`config.mk`:
```
export PLATFORM = sky130hd
export DESIGN_NAME = charge_deposit
export DESIGN_NICKNAME = d
export VERILOG_FILES = /design/src/rtl/charge_deposit.sv
export SDC_FILE = /design/constraint.sdc
export NUM_CORES = 1
export LEC_CHECK = 0
export CAP_MARGIN = 20
export CORE_MARGIN = 8
export CORE_UTILIZATION = 35
export CTS_BUF_LIST = sky130_fd_sc_hd__clkbuf_16
export DETAILED_ROUTE_END_ITERATION = 8
export PLACE_DENSITY = 0.59
export RECOVER_POWER = 25
export SYNTH_ARGS = -nofsm -noshare
export SYNTH_HDL_FRONTEND = slang
export SYNTH_SLANG_ARGS = --single-unit
```
`constraint.sdc`:
```
create_clock -name clk -period 5.73 [get_ports clk]
set_clock_uncertainty 0.2 [all_clocks]
set_input_delay 1.146 -clock clk [delete_from_list [all_inputs] [get_ports clk]]
set_output_delay 1.146 -clock clk [all_outputs]
set_load 0.02 [all_outputs]
```
`src/rtl/charge_deposit.sv`:
```
`default_nettype none
// ============================================================================
//  Module   : charge_deposit
//  Purpose  : Read-modify-write scatter stage for the quad-banked charge grid.
//             Each accepted particle names a base grid cell (x0,y0) and four
//             bilinear weights. The four neighbouring cells are read on port
//             A, the weights are added, and the sums are written back on
//             port B RD_LAT+1 cycles after the particle is accepted.
//             Intake stalls while any of the four cells still has a write in
//             flight, so no update is ever lost.
//  Ports    : clk, rst          clock, synchronous active-high reset
//             in_valid_i/in_ready_o/in_addr_i/in_w_i/in_last_i
//                               particle intake (valid/ready handshake)
//             mem_addra_o/mem_wea_o/mem_douta_i
//                               port A, read only, data in request order
//             mem_addrb_o/mem_web_o/mem_dinb_o
//                               port B, registered write-back
//             swap_rout_o       constant 1: request-order read return
//             busy_o            particle in flight or batch still open
//             done_o            1-cycle pulse when a batch's last write issues
//             sat_flag_o        sticky saturation flag (CHARGE_SAT_EN only)
//  Config   : CHARGE_SAT_EN defined   -> sums saturate at 2^CWIDTH-1
//             CHARGE_SAT_EN undefined -> sums wrap mod 2^CWIDTH
//  Notes    : ADDRW/XBITS default to the codebase grid size (GRID_ADDRWIDTH,
//             PINT). Point index i = {dy,dx}; lane i of every 4-wide bus
//             sits at bits [i*W +: W].
//  Revision : 1.0  initial release
// ============================================================================
module charge_deposit #(
  parameter int CWIDTH = 24,
  parameter int ADDRW  = 10,
  parameter int XBITS  = 5,
  parameter int RD_LAT = 4
) (
  input  logic                clk,
  input  logic                rst,
  input  logic                in_valid_i,
  output logic                in_ready_o,
  input  logic [ADDRW-1:0]    in_addr_i,
  input  logic [4*CWIDTH-1:0] in_w_i,
  input  logic                in_last_i,
  output logic [4*ADDRW-1:0]  mem_addra_o,
  output logic [3:0]          mem_wea_o,
  input  logic [4*CWIDTH-1:0] mem_douta_i,
  output logic [4*ADDRW-1:0]  mem_addrb_o,
  output logic [3:0]          mem_web_o,
  output logic [4*CWIDTH-1:0] mem_dinb_o,
  output logic                swap_rout_o,
  output logic                busy_o,
  output logic                done_o
`ifdef CHARGE_SAT_EN
  ,
  output logic                sat_flag_o
`endif
);

  localparam int YBITS = ADDRW - XBITS;
  localparam logic [XBITS-1:0] X_ONE = XBITS'(1);
  localparam logic [YBITS-1:0] Y_ONE = YBITS'(1);

  typedef enum logic [1:0] {
    S_IDLE  = 2'd0,
    S_RUN   = 2'd1,
    S_DRAIN = 2'd2
  } state_t;

  state_t state_q, state_d;

  // --------------------------------------------------------------------------
  // Neighbour addressing: the grid is a torus, so the +1 in each field simply
  // overflows inside its own field width.
  // --------------------------------------------------------------------------
  logic [XBITS-1:0]   x0, x1;
  logic [YBITS-1:0]   y0, y1;
  logic [4*ADDRW-1:0] pts;

  assign x0  = in_addr_i[XBITS-1:0];
  assign y0  = in_addr_i[ADDRW-1:XBITS];
  assign x1  = x0 + X_ONE;
  assign y1  = y0 + Y_ONE;
  assign pts = {y1, x1, y1, x0, y0, x1, y0, x0};

  // --------------------------------------------------------------------------
  // Read pipeline: one stage per cycle of memory read latency. Stage RD_LAT-1
  // lines up with the cycle in which mem_douta_i carries that entry's data.
  // --------------------------------------------------------------------------
  logic [RD_LAT-1:0]   pv_q;
  logic [RD_LAT-1:0]   pl_q;
  logic [4*ADDRW-1:0]  pa_q [RD_LAT];
  logic [4*CWIDTH-1:0] pw_q [RD_LAT];

  // Write-back register (the final pipeline stage)
  logic [3:0]          web_q;
  logic [4*ADDRW-1:0]  addrb_q;
  logic [4*CWIDTH-1:0] dinb_q;
  logic [4*CWIDTH-1:0] dinb_d;
  logic                wr_last_q;

  logic hazard;
  logic accept;

  // --------------------------------------------------------------------------
  // Read-after-write hazard: every in-flight entry, including the one whose
  // write is on port B this very cycle, blocks a new read of the same cells.
  // A same-cycle read would otherwise return the pre-write value.
  // --------------------------------------------------------------------------
  always_comb begin
    hazard = 1'b0;
    for (int s = 0; s < RD_LAT; s++) begin
      if (pv_q[s]) begin
        for (int i = 0; i < 4; i++) begin
          for (int j = 0; j < 4; j++) begin
            if (pts[i*ADDRW +: ADDRW] == pa_q[s][j*ADDRW +: ADDRW]) begin
              hazard = 1'b1;
            end
          end
        end
      end
    end
    if (web_q[0]) begin
      for (int i = 0; i < 4; i++) begin
        for (int j = 0; j < 4; j++) begin
          if (pts[i*ADDRW +: ADDRW] == addrb_q[j*ADDRW +: ADDRW]) begin
            hazard = 1'b1;
          end
        end
      end
    end
  end

  assign in_ready_o = !rst && (state_q != S_DRAIN) && !hazard;
  assign accept     = in_valid_i && in_ready_o;

  // --------------------------------------------------------------------------
  // Batch FSM
  // --------------------------------------------------------------------------
  always_ff @(posedge clk) begin
    if (rst) begin
      state_q <= S_IDLE;
    end else begin
      state_q <= state_d;
    end
  end

  always_comb begin
    state_d = state_q;
    case (state_q)
      S_IDLE: begin
        if (accept) begin
          state_d = in_last_i ? S_DRAIN : S_RUN;
        end
      end
      S_RUN: begin
        if (accept && in_last_i) begin
          state_d = S_DRAIN;
        end
      end
      S_DRAIN: begin
        if (done_o) begin
          state_d = S_IDLE;
        end
      end
      default: state_d = S_IDLE;
    endcase
  end

  // --------------------------------------------------------------------------
  // Pipeline shift: control bits are reset so that in-flight entries vanish,
  // payload is free-running and only meaningful alongside a valid bit.
  // --------------------------------------------------------------------------
  always_ff @(posedge clk) begin
    if (rst) begin
      pv_q <= '0;
      pl_q <= '0;
    end else begin
      pv_q[0] <= accept;
      pl_q[0] <= in_last_i;
      for (int s = 1; s < RD_LAT; s++) begin
        pv_q[s] <= pv_q[s-1];
        pl_q[s] <= pl_q[s-1];
      end
    end
  end

  always_ff @(posedge clk) begin
    pa_q[0] <= pts;
    pw_q[0] <= in_w_i;
    for (int s = 1; s < RD_LAT; s++) begin
      pa_q[s] <= pa_q[s-1];
      pw_q[s] <= pw_q[s-1];
    end
  end

  // --------------------------------------------------------------------------
  // Accumulate: read data plus weight, per point.
  // --------------------------------------------------------------------------
`ifdef CHARGE_SAT_EN
  logic [CWIDTH:0] wide;
  logic            sat_hit;
  logic            sat_q;

  always_comb begin
    dinb_d  = '0;
    wide    = '0;
    sat_hit = 1'b0;
    for (int i = 0; i < 4; i++) begin
      wide = {1'b0, mem_douta_i[i*CWIDTH +: CWIDTH]}
           + {1'b0, pw_q[RD_LAT-1][i*CWIDTH +: CWIDTH]};
      if (wide[CWIDTH]) begin
        dinb_d[i*CWIDTH +: CWIDTH] = '1;
        sat_hit                    = 1'b1;
      end else begin
        dinb_d[i*CWIDTH +: CWIDTH] = wide[CWIDTH-1:0];
      end
    end
  end

  always_ff @(posedge clk) begin
    if (rst) begin
      sat_q <= 1'b0;
    end else if (pv_q[RD_LAT-1] && sat_hit) begin
      sat_q <= 1'b1;
    end
  end

  assign sat_flag_o = sat_q;
`else
  always_comb begin
    dinb_d = '0;
    for (int i = 0; i < 4; i++) begin
      dinb_d[i*CWIDTH +: CWIDTH] = mem_douta_i[i*CWIDTH +: CWIDTH]
                                 + pw_q[RD_LAT-1][i*CWIDTH +: CWIDTH];
    end
  end
`endif

  // --------------------------------------------------------------------------
  // Write-back register: bubbles drop the enables but keep address/data.
  // --------------------------------------------------------------------------
  always_ff @(posedge clk) begin
    if (rst) begin
      web_q     <= 4'b0000;
      addrb_q   <= '0;
      dinb_q    <= '0;
      wr_last_q <= 1'b0;
    end else if (pv_q[RD_LAT-1]) begin
      web_q     <= 4'b1111;
      addrb_q   <= pa_q[RD_LAT-1];
      dinb_q    <= dinb_d;
      wr_last_q <= pl_q[RD_LAT-1];
    end else begin
      web_q     <= 4'b0000;
      wr_last_q <= 1'b0;
    end
  end

  // --------------------------------------------------------------------------
  // Outputs
  // --------------------------------------------------------------------------
  assign mem_addra_o = rst ? '0 : pts;
  assign mem_wea_o   = 4'b0000;
  assign swap_rout_o = 1'b1;
  assign mem_addrb_o = addrb_q;
  assign mem_web_o   = web_q;
  assign mem_dinb_o  = dinb_q;
  assign done_o      = web_q[0] & wr_last_q;
  assign busy_o      = (|pv_q) | web_q[0] | (state_q != S_IDLE);

endmodule
`default_nettype wire

```
==> results of run 1 <==
[per-layer routing]
metal | wire length, microns | global-route usage
met1 | 24200 | 0.188
met2 | 27200 | 0.271
met3 | 5450 | 0.0683
met4 | 1200 | 0.0436
met5 | 114 | 0
[logic make-up (layout without fill, tap and decap cells)]
logic type / count (synthesis) / count (layout)
flops: 592 / 592
compound gates: 358 / 358
other cells: 2 / 10
buf+inv: 167 / 589
mux: 64 / 64
xor+xnor: 215 / 215
fa+ha+maj: 98 / 98
simple gates: 485 / 485
[worst max path at each step]
stage,from,to
after floorplan,in_addr_i[0],in_ready_o
after global placement,in_addr_i[6],in_ready_o
after detailed placement,in_addr_i[5],in_ready_o
after CTS,in_addr_i[5],in_ready_o
after global routing,in_addr_i[6],in_ready_o
final,in_addr_i[6],in_ready_o
[power by group]
part | leakage, nW | switching, mW | internal, mW
registers | 4.95 | 0.101 | 4.33
logic | 5.07 | 0.608 | 0.574
clock network | 1.02 | 1.63 | 2.29
total | 11.0 | 2.34 | 7.19
[stage by stage]
step / setup slack, ps / instance area, sq um / util / power [mW]
2_1_floorplan: 1410 / 21500 / - / 5.25
3_3_place_gp: 158 / 26000 / 0.430 / 5.69
3_5_place_dp: 141 / 26000 / 0.430 / 5.70
4_1_cts: 119 / 28000 / 0.463 / 9.68
5_1_grt: 8.18 / 28000 / 0.464 / 9.98
6_report: 212 / 28000 / 0.464 / 9.53
[registers in the layout, summed over array words and instances, names as in the netlist]
name and cells:
pv_q 4, pl_q 4, pa_q 80, state_q 2, mem_addrb_o 20, pw_q 384, mem_web_o 1, mem_dinb_o 96
wr_last_q 1
[critical path, stage by stage]
cell and delay (ps):
clkdlybuf4s50_1 490, buf_4 270, and3_1 300, xnor3_1 260, a41oi_1 190, a32oi_1 70, a311oi_1 350, buf_4 190
o221ai_2 90, nor2_1 170, clkdlybuf4s50_1 640
[layout make-up]
cell class,count,area [sq um],share of cell area
Clock inverter,50,475,0.0170
Inverter,53,199,0.00710
Antenna cell,5,12.5,0.000446
Tap cell,782,978,0.0349
Clock buffer,62,1550,0.0553
Sequential cell,592,11900,0.423
Multi-Input combinational cell,1225,8770,0.313
Timing Repair Buffer,424,4190,0.150
[cell usage after synthesis (33+ instances only)]
cell      count
xor2_1       79
o21ai_0      60
mux2i_1      63
nor2_1      177
clkbuf_1     33
nand3_1      38
buf_4        60
inv_1        51
ha_1         94
xnor2_1     125
a21oi_1      92
nor3_1       45
dfxtp_1     592
nand2_1      66
==> metrics.txt, run 1 <==
Simple-Gate Fraction of Synth Area 0.112; vias in the first global route 15800; start of the worst register-to-register path pw_q[3][0]; # nets final 2661; Min Hold Slack 119 ps; synthesized instance count roughly 2000; Startpoint Class input pin; Vias/cell 4.80; RSZ-0062 raised after global routing no; status completed; hold worst-path end pw_q[2][55]; layout cell share with drive strength beyond 1 0.0665; initial antenna violation count 16; Yosys top cell by area dfxtp_1; GPL Wtd Cong 0.872; CP max FO 15; Starting Density 0.355; CTS Root Cell clkbuf_16; post-route ant nets 0; Peak Freq about 0.18 GHz; CTS max path bufs 3; leading post-synthesis cells by cell area dfxtp_1, ha_1, xnor2_1; Post-Place Cells 3076; Setup Fix Bufs, Post-CTS 0; post-synthesis compound-gate area fraction 0.113; htree depth 2; Total Routed Length 58200 microns; worst path arrival time 4170 ps; Total Routing Usage GR 0.162; Area Overhead vs Synth 30.6%; Hold Path Stages 0; Resized cells post-CTS 0; Crit. End Element output pin; Yosys reg bits 592; Mapped Area approximately 0.021 sq mm; minimum setup slack among reg-to-reg paths 2430 ps; commonest non-fill, non-tap cell in the layout dfxtp_1; largest family of logic cells by synthesized area compound AO/OA/AOI/OAI gates; CTS Buf Count 61; global-route wire length before repair 90100 microns; Final Non-Filler Cells 3193; Mean Syn Cell Area ~11 sq um; XOR/XNOR share of the synthesized area 0.0939; 1st-iter DRT viols 640; Hold Fails Final Rpt 0; Power Density 340 mW/mm^2; WL/cell approximately 18 microns; Filler cells 5573; WP data required 4380 ps; Ys Warns 0; number of flops mapped to enable cells by yosys 0; Port Buffers about 390; Reg clk slew, reported paths about 60 ps; FF-to-FF path depth 11; max_cap viols 0; CTS tree yes; total I/O pin count 394; Post-CTS Hold Buffers 0; Slew HR 0.325; register area share after synthesis 0.552; vias between 15000 and 20000; Clock Sinks 592; post-DP HPWL roughly 44000 microns; worst hold start pw_q[1][55]; Worst VDD drop between 200 and 250 uV; mux cell area share after synthesis 0.0299; Hold Crit Class reg2reg; TNS Setup 0 ps; minimum clock period 5520 ps; worst-margin pin slew 1010 ps; main flop type after synthesis dfxtp_1; max-slew violations 0; asr flop ratio synth 0; leakage 11.0 nW; chip width 264 microns; total global routing overflow 0; DRT Pass-1 Iters 5; DRC 0; clk_lat worst skew 620 ps; Row Count 90; Die Y 264 microns; post-synth top area share 0.552; synth unique cells 87; CP Class in2out; endpoints failing setup 0; reg2reg end mem_dinb_o[22]; Synth Area in Adders 0.0585; core area 0.0605 sq mm; crit share post-route 0.963; most frequent cells in the layout dfxtp_1, clkdlybuf4s50_1, nor2_1; Die ar. 0.0695 sq mm; pin count of the biggest net entering global routing 90
Note: power is estimated with default switching activity, not from simulation.
==> inputs of run 2 (changes only) <==
--- a/config.mk
+++ b/config.mk
@@ -5,6 +5,7 @@
 export SDC_FILE = /design/constraint.sdc
 export NUM_CORES = 1
 export LEC_CHECK = 0
+export ABC_AREA = 1
 export CAP_MARGIN = 20
 export CORE_MARGIN = 8
 export CORE_UTILIZATION = 35
@@ -15,3 +16,4 @@
 export SYNTH_ARGS = -nofsm -noshare
 export SYNTH_HDL_FRONTEND = slang
 export SYNTH_SLANG_ARGS = --single-unit
+export TNS_END_PERCENT = 5
==> run 2 against run 1 <==
  * Cell count is 27% higher
  * Combinational power rose by 4%
  * Clock power is 7.4% higher
  * Sequential share of layout area decreased by 2.1 points
  * Final area rose by 5.1%
  * Non-clock buffer count is 11 lower
  * Critical endpoint unchanged
  * Largest power group unchanged
==> metrics.txt, run 2 <==
status completed; Power Density 335 mW/mm^2; Yosys reg bits 592; largest register by flop count pw_q; total I/O pin count 394; 1st-iter DRT viols between 1000 and 1500; start of the worst register-to-register path pw_q[3][48]; RSZ-0062 raised after global routing no; core area between 0.06 and 0.07 sq mm; Hold Crit Class reg2reg; post-DP HPWL ~52000 microns; Clock Sinks 592; max-slew violations 0; Hold Fails Final Rpt 0; Ys Warns 0; pin count of the biggest net entering global routing 71; worst-margin pin slew 1020 ps; layout cell share with drive strength beyond 1 0.0525; most frequent cells in the layout nand2_1, dfxtp_1, clkdlybuf4s50_1; FF-to-FF path depth 14; Vias/cell 4.56; CTS max path bufs 3; Area Overhead vs Synth 29.2%; worst path cell trace clkdlybuf4s50_1 > ha_1 > nand2_4 > nor2_4 > nand2_2 > nand2_2 > a21oi_1 > nand2_1 > nand2_1 > nor2_1 > nor2_1 > nor2_2 > nand2_1 > inv_1 > clkdlybuf4s50_1; Top delay family on crit path buffers and inverters; max_cap viols 0; worst stage delay on the critical path 620 ps; reg2reg end mem_dinb_o[66]; minimum clock period 5290 ps; number of flops mapped to enable cells by yosys 0; leakage 13.7 nW; chip width 271 microns; Die Y 271 microns; register area share after synthesis 0.519; Reg clk slew, reported paths 60 ps; Port Buffers 388; minimum setup slack among reg-to-reg paths 2410 ps; CTS Buf Count 66; global-route wire length before repair 105000 microns; initial antenna violation count 5; Critical Path Most Common Cell nand2_1; CTS tree yes; Crit. End Element output pin; P_sw roughly 2.6 mW; total global routing overflow 0; main flop type after synthesis dfxtp_1; TNS Setup 0 ps; CTS Root Cell clkbuf_16; crit share post-route 0.924; most numerous cell in the Yosys netlist nand2_1; Mapped Area about 0.023 sq mm; htree depth 3; CP max-delay cell clkdlybuf4s50_1; Comb power frac 0.125; DRT Pass-1 Iters 7; Net Sw Frac 0.262; Row Count between 90 and 100; GPL Wtd Cong 0.898; Post-CTS Hold Buffers 0; Total Routing Usage GR 0.180; Yosys top cell by area dfxtp_1; Mean Syn Cell Area 8.27 sq um; Peak Freq 0.189 GHz; Setup Fix Bufs, Post-CTS 0; Slew HR 0.323; WL/cell 16.9 microns; Post-Place Cells 3919; most instantiated cells after synthesis nand2_1, dfxtp_1, inv_1; vias ~18000; endpoints failing setup 0; CP Class in2out; synth unique cells 50; worst path arrival time 3950 ps; Resized cells post-CTS 0; Critical Path End in_ready_o; crit path buf inv count 3; Critical Path Start in_addr_i[5]; # nets final 3436; WP data required about 4400 ps; Worst VDD drop approximately 310 uV; Die ar. 0.0736 sq mm; Pint 7.28 mW; Starting Density 0.354; clk_lat worst skew 610 ps; vias in the first global route ~18000; Total Routed Length 68400 microns; Seq pwr share 0.448; Startpoint Class input pin; final core utilization 0.457; DRC 0; commonest non-fill, non-tap cell in the layout nand2_1; post-route ant nets 0; asr flop ratio synth 0; synthesized instance count 2759; clock power share 0.427; Largest register FFs 384; post-synth top area share 0.519; CP max FO 10; leading post-synthesis cells by cell area dfxtp_1, nand2_1, inv_1; stages on the worst setup path 15; Final Non-Filler Cells 4040
run 2: worst min-delay path by stage:
stage	startpoint	end	slack (ps)	cells after the start
finish	pw_q[1][14]	pw_q[2][14]	110	0
global route	pw_q[2][37]	pw_q[3][37]	120	0
CTS	pw_q[1][14]	pw_q[2][14]	120	0
detailed placement	pw_q[0][6]	pw_q[1][6]	110	0
global placement	pw_q[0][34]	pw_q[1][34]	110	0
floorplan	pw_q[0][0]	pw_q[1][0]	110	0
run 2: final cells by class:
type	count	area, sq um
clock inverter	52	509
antenna	2	5.00
timing repair buffer	413	4070
sequential	592	11900
fill	6444	35000
multi-input combinational	1718	9000
clock buffer	67	1680
inverter	341	1280
tap	855	1070
run 2: cells by family after synthesis:
kind of cell,after synthesis,synth area share
simple gates,1158,0.210
flops,592,0.519
buf+inv,452,0.0864
compound gates,359,0.0906
xor+xnor,98,0.0380
fa+ha+maj,98,0.0551
other cells,2,0.000329
run 2: per-stage QoR:
step | total power [mW] | instance area (sq um) | hold WS (ps) | worst slack (ps)
6_report | 9.86 | 29500 | 110 | 437
3_5_place_dp | 5.74 | 27300 | 112 | 418
2_1_floorplan | 5.24 | 22800 | 110 | 1940
4_1_cts | 10.0 | 29500 | 117 | 406
3_3_place_gp | 5.74 | 27300 | 110 | 437
5_1_grt | 10.3 | 29500 | 121 | 216
run 2: routing by layer:
metal	vias to the layer above	wire (microns)	part of all wire	global-route usage
met5	-	60	0.00088	0
met4	8	2060	0.030	0.0573
met3	121	5370	0.079	0.0626
met2	502	31100	0.46	0.297
met1	8305	29700	0.44	0.220
li1	9489	-	-	-
run 2: power groups by stage:
stage,registers (mW),logic [mW],clock network [mW]
after floorplan,4.49,0.753,0
after global placement,4.51,1.23,0
after detailed placement,4.51,1.23,0
after CTS,4.42,1.23,4.35
after global routing,4.44,1.37,4.53
final,4.42,1.23,4.21
==> inputs of run 3 (changes only) <==
--- a/config.mk
+++ b/config.mk
@@ -10,6 +10,7 @@
 export CORE_MARGIN = 8
 export CORE_UTILIZATION = 35
 export CTS_BUF_LIST = sky130_fd_sc_hd__clkbuf_16
+export CTS_CLUSTER_DIAMETER = 100
 export DETAILED_ROUTE_END_ITERATION = 8
 export PLACE_DENSITY = 0.59
 export RECOVER_POWER = 25
==> run 3 against run 2 <==
  * Flip-flop and latch count stayed put
  * Largest cell class unchanged
  * Register-to-register slack better by 20 ps
  * Sequential power hardly changed
  * Count of clock-buffer cells in the layout stayed put
  * Sequential share of layout area is 0.089 points higher
  * Final area is 0.22% lower
  * Highest routed layer unchanged
  * Critical endpoint unchanged
  * Hold slack better by 2.0 ps
  * Maximum frequency hardly changed
  * Clock power is 3% lower
  * Power is 1.2% lower
  * First-iteration DRC count is 4.8% lower
  * Critical path depth stayed put
  * Critical path type unchanged
==> metrics.txt, run 3 (synthesis gave the netlist of run 2 again) <==
status completed; core area 0.0645 sq mm; FF-to-FF path depth 14; WL/cell 16.9 microns; WP data required 4380 ps; Startpoint Class input pin; Worst VDD drop 310 uV; CTS tree yes; Critical Path Most Common Cell nand2_1; worst-margin pin slew 1010 ps; # nets final 3436; CP max-delay cell clkdlybuf4s50_1; CP Class in2out; Area Overhead vs Synth 28.9%; worst path cell trace clkdlybuf4s50_1 > ha_1 > nand2_4 > nor2_4 > nand2_2 > nand2_2 > a21oi_1 > nand2_1 > nand2_1 > nor2_1 > nor2_1 > nor2_2 > nand2_1 > inv_1 > clkdlybuf4s50_1; commonest non-fill, non-tap cell in the layout nand2_1; CP max FO 10; clk_lat worst skew 610 ps; post-place setup slack 418 ps; global-route wire length before repair roughly 100000 microns; Die Y 271 microns; GPL Wtd Cong approximately 0.90; Port Buffers 388; Reg clk slew, reported paths ~60 ps; total I/O pin count 394; Slew HR 0.327; Vias/cell 4.56; total global routing overflow 0; final setup margin 438 ps; Clock Sinks 592; initial antenna violation count 5; Final Non-Filler Cells 4040; htree depth 3; Post-Place Cells 3919; Post-CTS Hold Buffers 0; hold worst-path end pw_q[2][14]; Starting Density 0.354; final core utilization 0.456; Row Count 93; Final Power 9.74 mW; CTS Buf Count 66; Total Routed Length 68400 microns; post-route ant nets 0; Setup Fix Bufs, Post-CTS 0; Resized cells post-CTS 0; Hold Crit Class reg2reg; DRC 0; minimum setup slack among reg-to-reg paths 2430 ps; CTS Root Cell clkbuf_16; start of the worst register-to-register path pw_q[3][48]; Power Density 331 mW/mm^2; Hold Fails Final Rpt 0; TNS Setup 0 ps; pin count of the biggest net entering global routing 71; Largest register FFs 384; Top delay family on crit path buffers and inverters; chip width 271 microns; CTS max path bufs 3; Hold Path Stages 0; max_cap viols 0; vias around 18000; worst stage delay on the critical path 620 ps; Total Routing Usage GR 0.180; 1st-iter DRT viols 1054; leakage ~14 nW; Peak Freq 0.189 GHz; crit path buf inv count 3; worst hold start pw_q[1][14]; DRT Pass-1 Iters 5; largest register by flop count pw_q; Crit. End Element output pin; crit share post-route 0.924; endpoints failing setup 0; vias in the first global route 18200; max-slew violations 0; minimum clock period 5290 ps; post-DP HPWL 52400 microns; most frequent cells in the layout nand2_1, dfxtp_1, clkdlybuf4s50_1; Die ar. between 0.07 and 0.08 sq mm; reg2reg end mem_dinb_o[66]; RSZ-0062 raised after global routing no; layout cell share with drive strength beyond 1 0.0528; worst path arrival time ~4000 ps
-- run 3: through the flow --
stage               hold slack, ps  instance area (sq um)
floorplan                      110                  22800
global placement               110                  27300
detailed placement             112                  27300
CTS                            117                  29400
global route                   121                  29400
finish                         112                  29400
-- run 3: layout make-up --
cell class,instances,area [sq um]
Antenna cell,2,5.00
Clock buffer,67,1680
Clock inverter,52,444
Fill cell,6456,35100
Inverter,341,1280
Multi-Input combinational cell,1718,9000
Sequential cell,592,11900
Tap cell,855,1070
Timing Repair Buffer,413,4070
-- run 3: power by group --
part | switching, mW | leakage, nW | total, mW | internal, mW
sequential | 0.0951 | 4.95 | 4.42 | 4.32
clock | 1.78 | 1.06 | 4.09 | 2.31
combinational | 0.716 | 7.65 | 1.23 | 0.513
-- run 3: worst max-delay path by stage --
stage / to / slack, ps / depth (start not counted) / from
floorplan: in_ready_o / 1940 / 15 / in_addr_i[5]
global placement: in_ready_o / 440 / 15 / in_addr_i[5]
detailed placement: in_ready_o / 420 / 15 / in_addr_i[5]
CTS: in_ready_o / 410 / 15 / in_addr_i[5]
global route: in_ready_o / 220 / 15 / in_addr_i[5]
finish: in_ready_o / 440 / 15 / in_addr_i[5]
-- run 3: routing by layer --
layer,GRT usage,part of all wire
met4,0.0576,0.030
met1,0.220,0.43
met2,0.297,0.46
met5,0,0.00082
met3,0.0626,0.081
